**config.mk**
```make
export PLATFORM = sky130hd
export DESIGN_NAME = uart_baud_generator
export DESIGN_NICKNAME = d
export VERILOG_FILES = /design/src/rtl/uart_baud_generator.sv
export SDC_FILE = /design/constraint.sdc
export NUM_CORES = 1
export LEC_CHECK = 0
export CAP_MARGIN = 5
export CORE_UTILIZATION = 45
export CTS_CLUSTER_DIAMETER = 120
export CTS_CLUSTER_SIZE = 28
export DETAILED_ROUTE_END_ITERATION = 6
export GPL_TIMING_DRIVEN = 1
export PLACE_DENSITY_LB_ADDON = 0.3
export SLEW_MARGIN = 30
export SYNTH_ARGS = -nofsm -noshare
export SYNTH_HDL_FRONTEND = slang
export SYNTH_SLANG_ARGS = --single-unit
```
**constraint.sdc**
```tcl
create_clock -name clk -period 4.4 [get_ports clk]
set_input_delay 0.44 -clock clk [delete_from_list [all_inputs] [get_ports clk]]
set_output_delay 0.44 -clock clk [all_outputs]
set_load 0.05 [all_outputs]
```
**src/rtl/uart_baud_generator.sv**
```systemverilog
// ---------------------------------------------------------------------------
// uart_baud_generator
//
// Programmable UART timebase. Produces a 4-bit 16x-oversampling phase
// counter that advances 16 times per UART bit period. The rate comes from a
// fractional phase-accumulator divider, so any integer baud rate is exact on
// average from a fixed system clock and no hardware divider is needed.
//
// Ports:
//   clk        system clock, all state updates on the rising edge
//   rst        asynchronous, active-high reset
//   Baud_Rate  requested baud rate in bit/s (0..131071), quasi-static
//   tick       16x oversampling phase 0..15, wraps once per bit period
// ---------------------------------------------------------------------------
module uart_baud_generator #(
    parameter int unsigned CLK_FREQ = 150_000_000,
    parameter int unsigned ACC_W    = 32
) (
    input  logic        clk,
    input  logic        rst,
    input  logic [16:0] Baud_Rate,
    output logic [3:0]  tick
);

    localparam logic [ACC_W-1:0] CLK_FREQ_W = ACC_W'(CLK_FREQ);

    logic [ACC_W-1:0] acc_q, acc_d;
    logic [3:0]       tick_q, tick_d;
    logic [16:0]      baud_q, baud_d;

    logic [ACC_W-1:0] step;
    logic [ACC_W-1:0] sum;

    // Step is 16*Baud_Rate. Because the largest step is below CLK_FREQ, the
    // accumulator can cross CLK_FREQ at most once per clock, so a single
    // compare-and-subtract is enough and tick never advances twice at once.
    assign step = ACC_W'({Baud_Rate, 4'b0000});
    assign sum  = acc_q + step;

    // A changed rate restarts the phase from zero without advancing, so the
    // consumer sees a clean bit period at the new rate. Rate 0 freezes.
    always_comb begin
        acc_d  = acc_q;
        tick_d = tick_q;
        baud_d = baud_q;
        if (Baud_Rate != baud_q) begin
            baud_d = Baud_Rate;
            acc_d  = '0;
            tick_d = 4'd0;
        end else if (Baud_Rate == 17'd0) begin
            acc_d  = acc_q;
            tick_d = tick_q;
        end else if (sum >= CLK_FREQ_W) begin
            acc_d  = sum - CLK_FREQ_W;
            tick_d = tick_q + 4'd1;
        end else begin
            acc_d  = sum;
        end
    end

    always_ff @(posedge clk or posedge rst) begin
        if (rst) begin
            acc_q  <= '0;
            tick_q <= 4'd0;
            baud_q <= 17'd0;
        end else begin
            acc_q  <= acc_d;
            tick_q <= tick_d;
            baud_q <= baud_d;
        end
    end

    assign tick = tick_q;

endmodule

```
# [Word-level counts from Yosys, hierarchy flattened]
# Cells that the tools add are included.
[classes] reduce_logical=3 n_eq_ne=2 muxes=6 magnitude_cmp=1 add_sub_neg=3
[ops] cell="two-way mux 32 bit" count=3
[ops] cell="adder 32 x 21 -> 32 bit" count=1
[ops] cell="greater-or-equal comparator 32 x 28 -> 1 bit, second input constant" count=1
[ops] cell="subtractor 32 x 28 -> 32 bit, second input constant" count=1
[ops] cell="logical NOT 17 bit" count=1
[ops] cell="inequality test 17 bit" count=1
[ops] cell="two-way mux 4 bit" count=3
[ops] cell="adder 4 x 1 -> 4 bit, second input constant" count=1
[ops] cell="inequality test 2 bit, second input constant" count=1
[ops] cell="AND reduction 2 bit" count=1
[ops] cell="nonzero test 2 bit" count=1
[totals] input_bits=19 wordCells=18 out_inout_bits=4 regBits=53

# [Logic depth before layout (Yosys ltp)]
# Gate-level depths: netlist of the first run.
[logic_depth] depth_word=5 mapped_depth=14

# [Worst setup path before layout of the first run]
# No wires, ideal clock.
[synth_path] path_type="input port to flip-flop" from="input Baud_Rate[0]" to="register acc_q[14]" path_stages=13 setup_ns=0.094 arrival_ns=3.460 path_slack_ns=0.846 n_path_buf=1 required_ns=4.306 path_cell_list="ha_1 -> fa_1 -> a211oi_2 -> o211ai_2 -> a32oi_1 -> o21bai_1 -> or3_1 -> a221oi_2 -> o211a_4 -> buf_6 -> nor2_1 -> xnor2_1 -> a211oi_1"
[synth_between] elab_chain_len=5 elab_cells_between_ends=9 classes_between="add/sub: 2; order compare: 1; eq/ne: 2; mux: 3; reduce/logical: 1"
[synth_rtl] item="from (decl)" line_no="21" text="input logic [16:0] Baud_Rate,"
[synth_rtl] item="adder 32 x 21 -> 32 bit" line_no="38" text="assign sum = acc_q + step;"
[synth_rtl] item="subtractor 32 x 28 -> 32 bit / greater-or-equal comparator 32 x 28 -> 1 bit (equally long branches)" line_no="54, 53"
[synth_rtl] item="two-way mux 32 bit" line_no="53" text="end else if (sum >= CLK_FREQ_W) begin"
[synth_rtl] item="two-way mux 32 bit" line_no="50" text="end else if (Baud_Rate == 17'd0) begin"
[synth_rtl] item="two-way mux 32 bit" line_no="46" text="if (Baud_Rate != baud_q) begin"
[synth_rtl] item="to (signal assigned)" line_no="63" text="acc_q <= '0;"
[synth_rtl] item="to (signal assigned)" line_no="67" text="acc_q <= acc_d;"
[synth_rtl] item="to (decl)" line_no="27" text="logic [ACC_W-1:0] acc_q, acc_d;"
# Parallel ways exist; a longest one is shown, timed or not. The select of a mux whose other input is x is not followed.
# A chain may end at the register's enable or synchronous reset.

# [Final worst setup path of the first run]
[layout_path] from="input Baud_Rate[16]" to="register acc_q[27]"
# Same word-level chain as after synthesis.

==> results of run 1 <==
cells by family after synthesis:
kind of cell	Yosys count	share of synthesized area, %
AOI/OAI and AO/OA	159	28.31
adders and majority gates	20	6.018
xor gates and xnor gates	47	9.612
and+or+nand+nor	174	20.54
buffers and inverters	55	5.668
DFF	49	28.63
muxes	5	1.227
through the flow:
stage | hold slack (ns) | util [%] | instances | total power [mW] | setup WS, ns
floorplan | 0.5016 | - | 509 | 0.5501 | 0.8464
global placement | 0.5207 | 49.88 | 634 | 0.5927 | 0.05183
detailed placement | 0.5250 | 49.91 | 634 | 0.5947 | 0.03086
CTS | 0.5390 | 51.17 | 642 | 0.9390 | 0.3414
global route | 0.5623 | 51.17 | 642 | 0.9720 | 0.08381
finish | 0.5336 | 51.17 | 642 | 0.9309 | 0.3174
worst max-delay path: stages:
cell             delay (ns)
clkdlybuf4s50_1        0.51
ha_1                   0.41
a21oi_2                0.41
o21a_1                 0.30
a21boi_0               0.12
a221o_1                0.33
nor4_4                 0.42
o2111ai_4              0.26
o211a_4                0.39
or3_4                  0.41
a21o_1                 0.19
a21oi_2                0.13
power breakdown:
| group | leakage (nW) | switching (mW) | internal [mW] |
|---|---|---|---|
| logic | 1.20 | 0.0722 | 0.0533 |
| clock network | 0.0591 | 0.170 | 0.174 |
| registers | 0.645 | 0.00346 | 0.458 |
| total | 1.90 | 0.246 | 0.685 |
cell type report:
type / instances / area share, %
clock buffer: 5 / 1.455
clock inverter: 3 / 1.006
inverter: 8 / 0.6880
multi-input combinational: 405 / 59.51
sequential: 49 / 25.93
tap: 129 / 3.414
timing repair buffer: 43 / 7.992
final timing paths:
kind | startpoint | to | cells after the start
max | Baud_Rate[16] | acc_q[27] | 12
min | acc_q[4] | acc_q[4] | 2
max reg2reg | acc_q[4] | acc_q[27] | 13
min reg2reg | acc_q[4] | acc_q[4] | 2
max in group asynchronous | rst | acc_q[19] | 2
min in group asynchronous | rst | baud_q[1] | 2
layout by cell type (no fill, tap or decap), types with 19 or more instances in the layout:
master	instances
a21oi_1	37
buf_4	21
clkdlybuf4s50_1	22
dfrtp_1	49
ha_1	19
nand2_1	38
nand3_1	31
nor2_1	39
o21ai_0	19
xnor2_1	34
flip-flops by register name, summed over array words and instances, names as in the netlist:
signal  count
acc_q      28
baud_q     17
tick        4
metal layers:
layer	global-route usage, %	vias up	routed length, um	share of wire, %
li1	-	1884	-	-
met5	0	-	0	0
met4	7.692	0	208	1.9
met1	34.48	1857	5499	50
met3	2.881	19	523	4.7
met2	36.32	126	4806	44
==> results_dict.tcl, run 1 <==
set metrics [dict create \
    clock-sinks 49 \
    place_area_um2 4612 \
    netlist_area_um2 4283 \
    fmax_mhz 244.9 \
    nets 551 \
    synth-main-ff-cell "dfrtp_1" \
    grt_pass1_wl_um 18830 \
    seqCellArea_um2 1226 \
    wl_per_cell_um 17.19 \
    drv_cap 0 \
    ys_top_cells_by_area "dfrtp_1, xnor2_1, ha_1" \
    gp_congestion 0.9123 \
    gr-total-overflow 0 \
    p_per_area_nw_per_um2 196.9 \
    dr.first_iter.drc_count 339 \
    wl_um 11040 \
    rsz0062_at_grt "no" \
    yosys_warnings 0 \
    finalClockSkew_ns 0.01283 \
    die_w_um 99.56 \
    die_y_um 99.56 \
    hp-class "flop to flop" \
    multi_input_area_um2 2814 \
    tns_ns 0 \
    grt.total_usage_pct 23.65 \
    vias_per_cell 6.053 \
    cp_max_fo 14 \
    synth.distinct_cells 72 \
    tightest_slew_ns 0.8147 \
    postCtsSetupBuffers 0 \
    antenna_left 0 \
    cp.required_ns 4.64 \
    synth-edff-count 0 \
    rows 35 \
    period_share_pct 92.79 \
    setup_viol 0 \
    ir_worst_vdd_uv 140.3 \
    port_buffers 22 \
    syn_to_final_growth_pct 10.40 \
    place_hpwl_um 8207 \
    post-synth-top-count-cell "dfrtp_1" \
    hold_viol 0 \
    antenna_found_initial 0 \
    clkLatencyLatePin_ns 0.31 \
    synth_top_cell_area_share_pct 28.63 \
    ys_async_sr_fraction_pct 100.0 \
    p_leak_nw 1.900 \
    yosys_register_bits 49 \
    r2r_setup_slack_ns 0.53 \
    crit_type "input pin to flop" \
    cts-root-buf "clkbuf_8" \
    synth_top_cell_by_area "dfrtp_1" \
    cts_buffers 5 \
    antennaDiodeCount 0 \
    clk_pin_slew_worst_paths_ns 0.10 \
    synth.avg_cell_area_um2 8.414 \
    cp-end-kind "flop" \
    synth_fp_nets 548 \
    slew_viol_final 0 \
    ys_top_cells_by_count "dfrtp_1, nor2_1, nand2_1" \
    grt_max_degree 50 \
    drtPass1Iterations 5 \
    cts_resized 0 \
    fillers 847 \
    layout-drive-gt1-share_pct 11.31 \
    ioPinCount 23 \
    maxSlewHeadroom_pct 45.27 \
    vias 3886 \
    first_global_vias 3734 \
    htree_levels 2 \
    die-area_um2 9911 \
    ctsHoldBuffers 0 \
    cp_data_arrival_time_ns 4.32 \
    initial_core_util_pct 46.35 \
    coreArea_um2 9240 \
    cp-start-kind "input pin" \
    drc_errors 0 \
    cts_buffer_depth 2 \
    cts_tree "yes" \
    synth_seq_area_share_pct 28.63 \
    outcome "finished, final reports clean" \
    synthCells 509 \
    stdcell_area_um2 4728 \
    finalWorstPathRequiredPeriod_ns 4.083 \
]
(Power assumes the default switching activity.)
==> inputs of run 2 (changes only) <==
CORE_ASPECT_RATIO = 1.5   (was unset)
==> results_dict.tcl, run 2 (synthesis results as in run 1) <==
set metrics [dict create \
    wl_per_cell_um 18.62 \
    postCtsSetupBuffers 0 \
    initial_core_util_pct 46.28 \
    reg2reg_depth 12 \
    intPower_uw 717.3 \
    ir_worst_vdd_uv 152.0 \
    fmax_mhz 243.7 \
    cp_data_arrival_time_ns 4.29 \
    gp_congestion 0.8840 \
    switchingPower_uw 242.6 \
    die_y_um 121.5 \
    seqPwrFrac_pct 48.1 \
    dr.first_iter.drc_count 189 \
    p_leak_nw 1.926 \
    cts_buffers 5 \
    outcome "finished, final reports clean" \
    die-area_um2 9920 \
    post-place-cells 622 \
    clkLatencyLatePin_ns 0.29 \
    slowest_stage "fa_1" \
    p_clk_share_pct 38.5 \
    port_buffers 22 \
    cts_buffer_depth 2 \
    cts_resized 0 \
    drtPass1Iterations 5 \
    grt_pass1_wl_um 18780 \
    crit_type "input pin to flop" \
    final_cells 628 \
    finalClockSkew_ns 0.01192 \
    clock-sinks 49 \
    hold_depth 2 \
    cts_tree "yes" \
    max_stage_delay_ns 0.44 \
    hold_viol 0 \
    antennaDiodeCount 0 \
    die_w_um 81.66 \
    grt.total_usage_pct 25.15 \
    tightest_slew_ns 0.6667 \
    pwr-share-comb_pct 13.4 \
    vias_per_cell 6.288 \
    finalWorstPathRequiredPeriod_ns 4.103 \
    slew_viol_final 0 \
    cts-root-buf "clkbuf_16" \
    period_share_pct 93.25 \
    layout-drive-gt1-share_pct 11.82 \
    syn_to_final_growth_pct 11.10 \
    drv_cap 0 \
    drc_errors 0 \
    cp-end-kind "flop" \
    first_global_vias 3740 \
    nets 556 \
    switching_share_pct 25.28 \
    wl_um 11690 \
    vias 3949 \
    cp_max_fo 11 \
    rows 43 \
    ctsHoldBuffers 0 \
    ioPinCount 23 \
    cp-start-kind "input pin" \
    maxSlewHeadroom_pct 54.85 \
    coreArea_um2 9254 \
    antenna_left 0 \
    mostFrequentLayoutCell "dfrtp_1" \
    hp-class "flop to flop" \
    grt_max_degree 50 \
    place_hpwl_um 8911 \
    layout_common_cells "dfrtp_1, nor2_1, nand2_1, a21oi_1, xnor2_1" \
    largest_register_ffs 28 \
    antenna_found_initial 0 \
    htree_levels 2 \
    p_per_area_nw_per_um2 201.7 \
    rsz0062_at_grt "no" \
    worstPathCellList "clkdlybuf4s50_1 -> ha_1 -> fa_1 -> a211oi_2 -> o211ai_2 -> a32oi_1 -> buf_4 -> nor4_1 -> o41a_1 -> o22ai_2 -> o21ai_0 -> or3_1 -> a311oi_1" \
    setup_viol 0 \
    gr-total-overflow 0 \
    cp.required_ns 4.59 \
    clk_pin_slew_worst_paths_ns 0.06 \
    max_flop_register "acc_q" \
    tns_ns 0 \
]
[run 2: cell count changes in the layout (fill, tap and decap cells not counted)]
cell,delta
bufinv_16,-1
inv_6,-2
buf_4,+5
clkinv_2,+1
clkbuf_8,-5
clkbuf_16,+5
[run 2: power groups by stage]
stage | sequential, mW | combinational [mW] | clock (mW)
floorplan | 0.470 | 0.0803 | 0
global placement | 0.470 | 0.127 | 0
detailed placement | 0.470 | 0.129 | 0
CTS | 0.462 | 0.130 | 0.380
global route | 0.462 | 0.143 | 0.401
finish | 0.462 | 0.129 | 0.370
[run 2: through the flow]
step	utilization [%]	power [mW]	setup WS, ns	cell area (um^2)	hold WS [ns]
floorplan	-	0.5501	0.8464	4283	0.5016
global placement	49.99	0.5967	0.1370	4626	0.5194
detailed placement	50.01	0.5997	0.04882	4628	0.5296
CTS	51.42	0.9716	0.3234	4758	0.5389
global route	51.42	1.006	0.07775	4758	0.5672
finish	51.42	0.9600	0.2971	4758	0.5347
[run 2: area by class of cell]
type / count / area [um^2]
fill: 896 / 4496
multi-input combinational: 405 / 2814
sequential: 49 / 1226
timing repair buffer: 48 / 415.4
tap: 112 / 140.1
clock buffer: 5 / 125.1
inverter: 8 / 32.53
clock inverter: 1 / 5.005
[run 2: metal layers]
layer / global-route usage (%) / part of all wire [%] / up-vias
met3: 2.481 / 3.9 / 35
met5: 0 / 0 / -
met4: 10.75 / 3.5 / 0
met2: 47.24 / 55 / 113
li1: - / - / 1903
met1: 27.57 / 37 / 1898
[run 2: worst max-delay path, delay by kind of cell]
kind | cells | cell delay (ns)
and+or+nand+nor | 2 | 0.48
adders and majority gates | 2 | 0.70
buffers and inverters | 2 | 0.65
AOI/OAI and AO/OA | 7 | 2.03
[run 2: worst paths after layout]
path                               from    endpoint  slack [ns]
max                        Baud_Rate[0]   acc_q[28]        0.30
min                            acc_q[7]    acc_q[7]        0.53
max reg2reg                    acc_q[4]   acc_q[28]        0.51
min reg2reg                    acc_q[7]    acc_q[7]        0.53
max in group asynchronous           rst  baud_q[15]        3.37
min in group asynchronous           rst    acc_q[6]        0.60
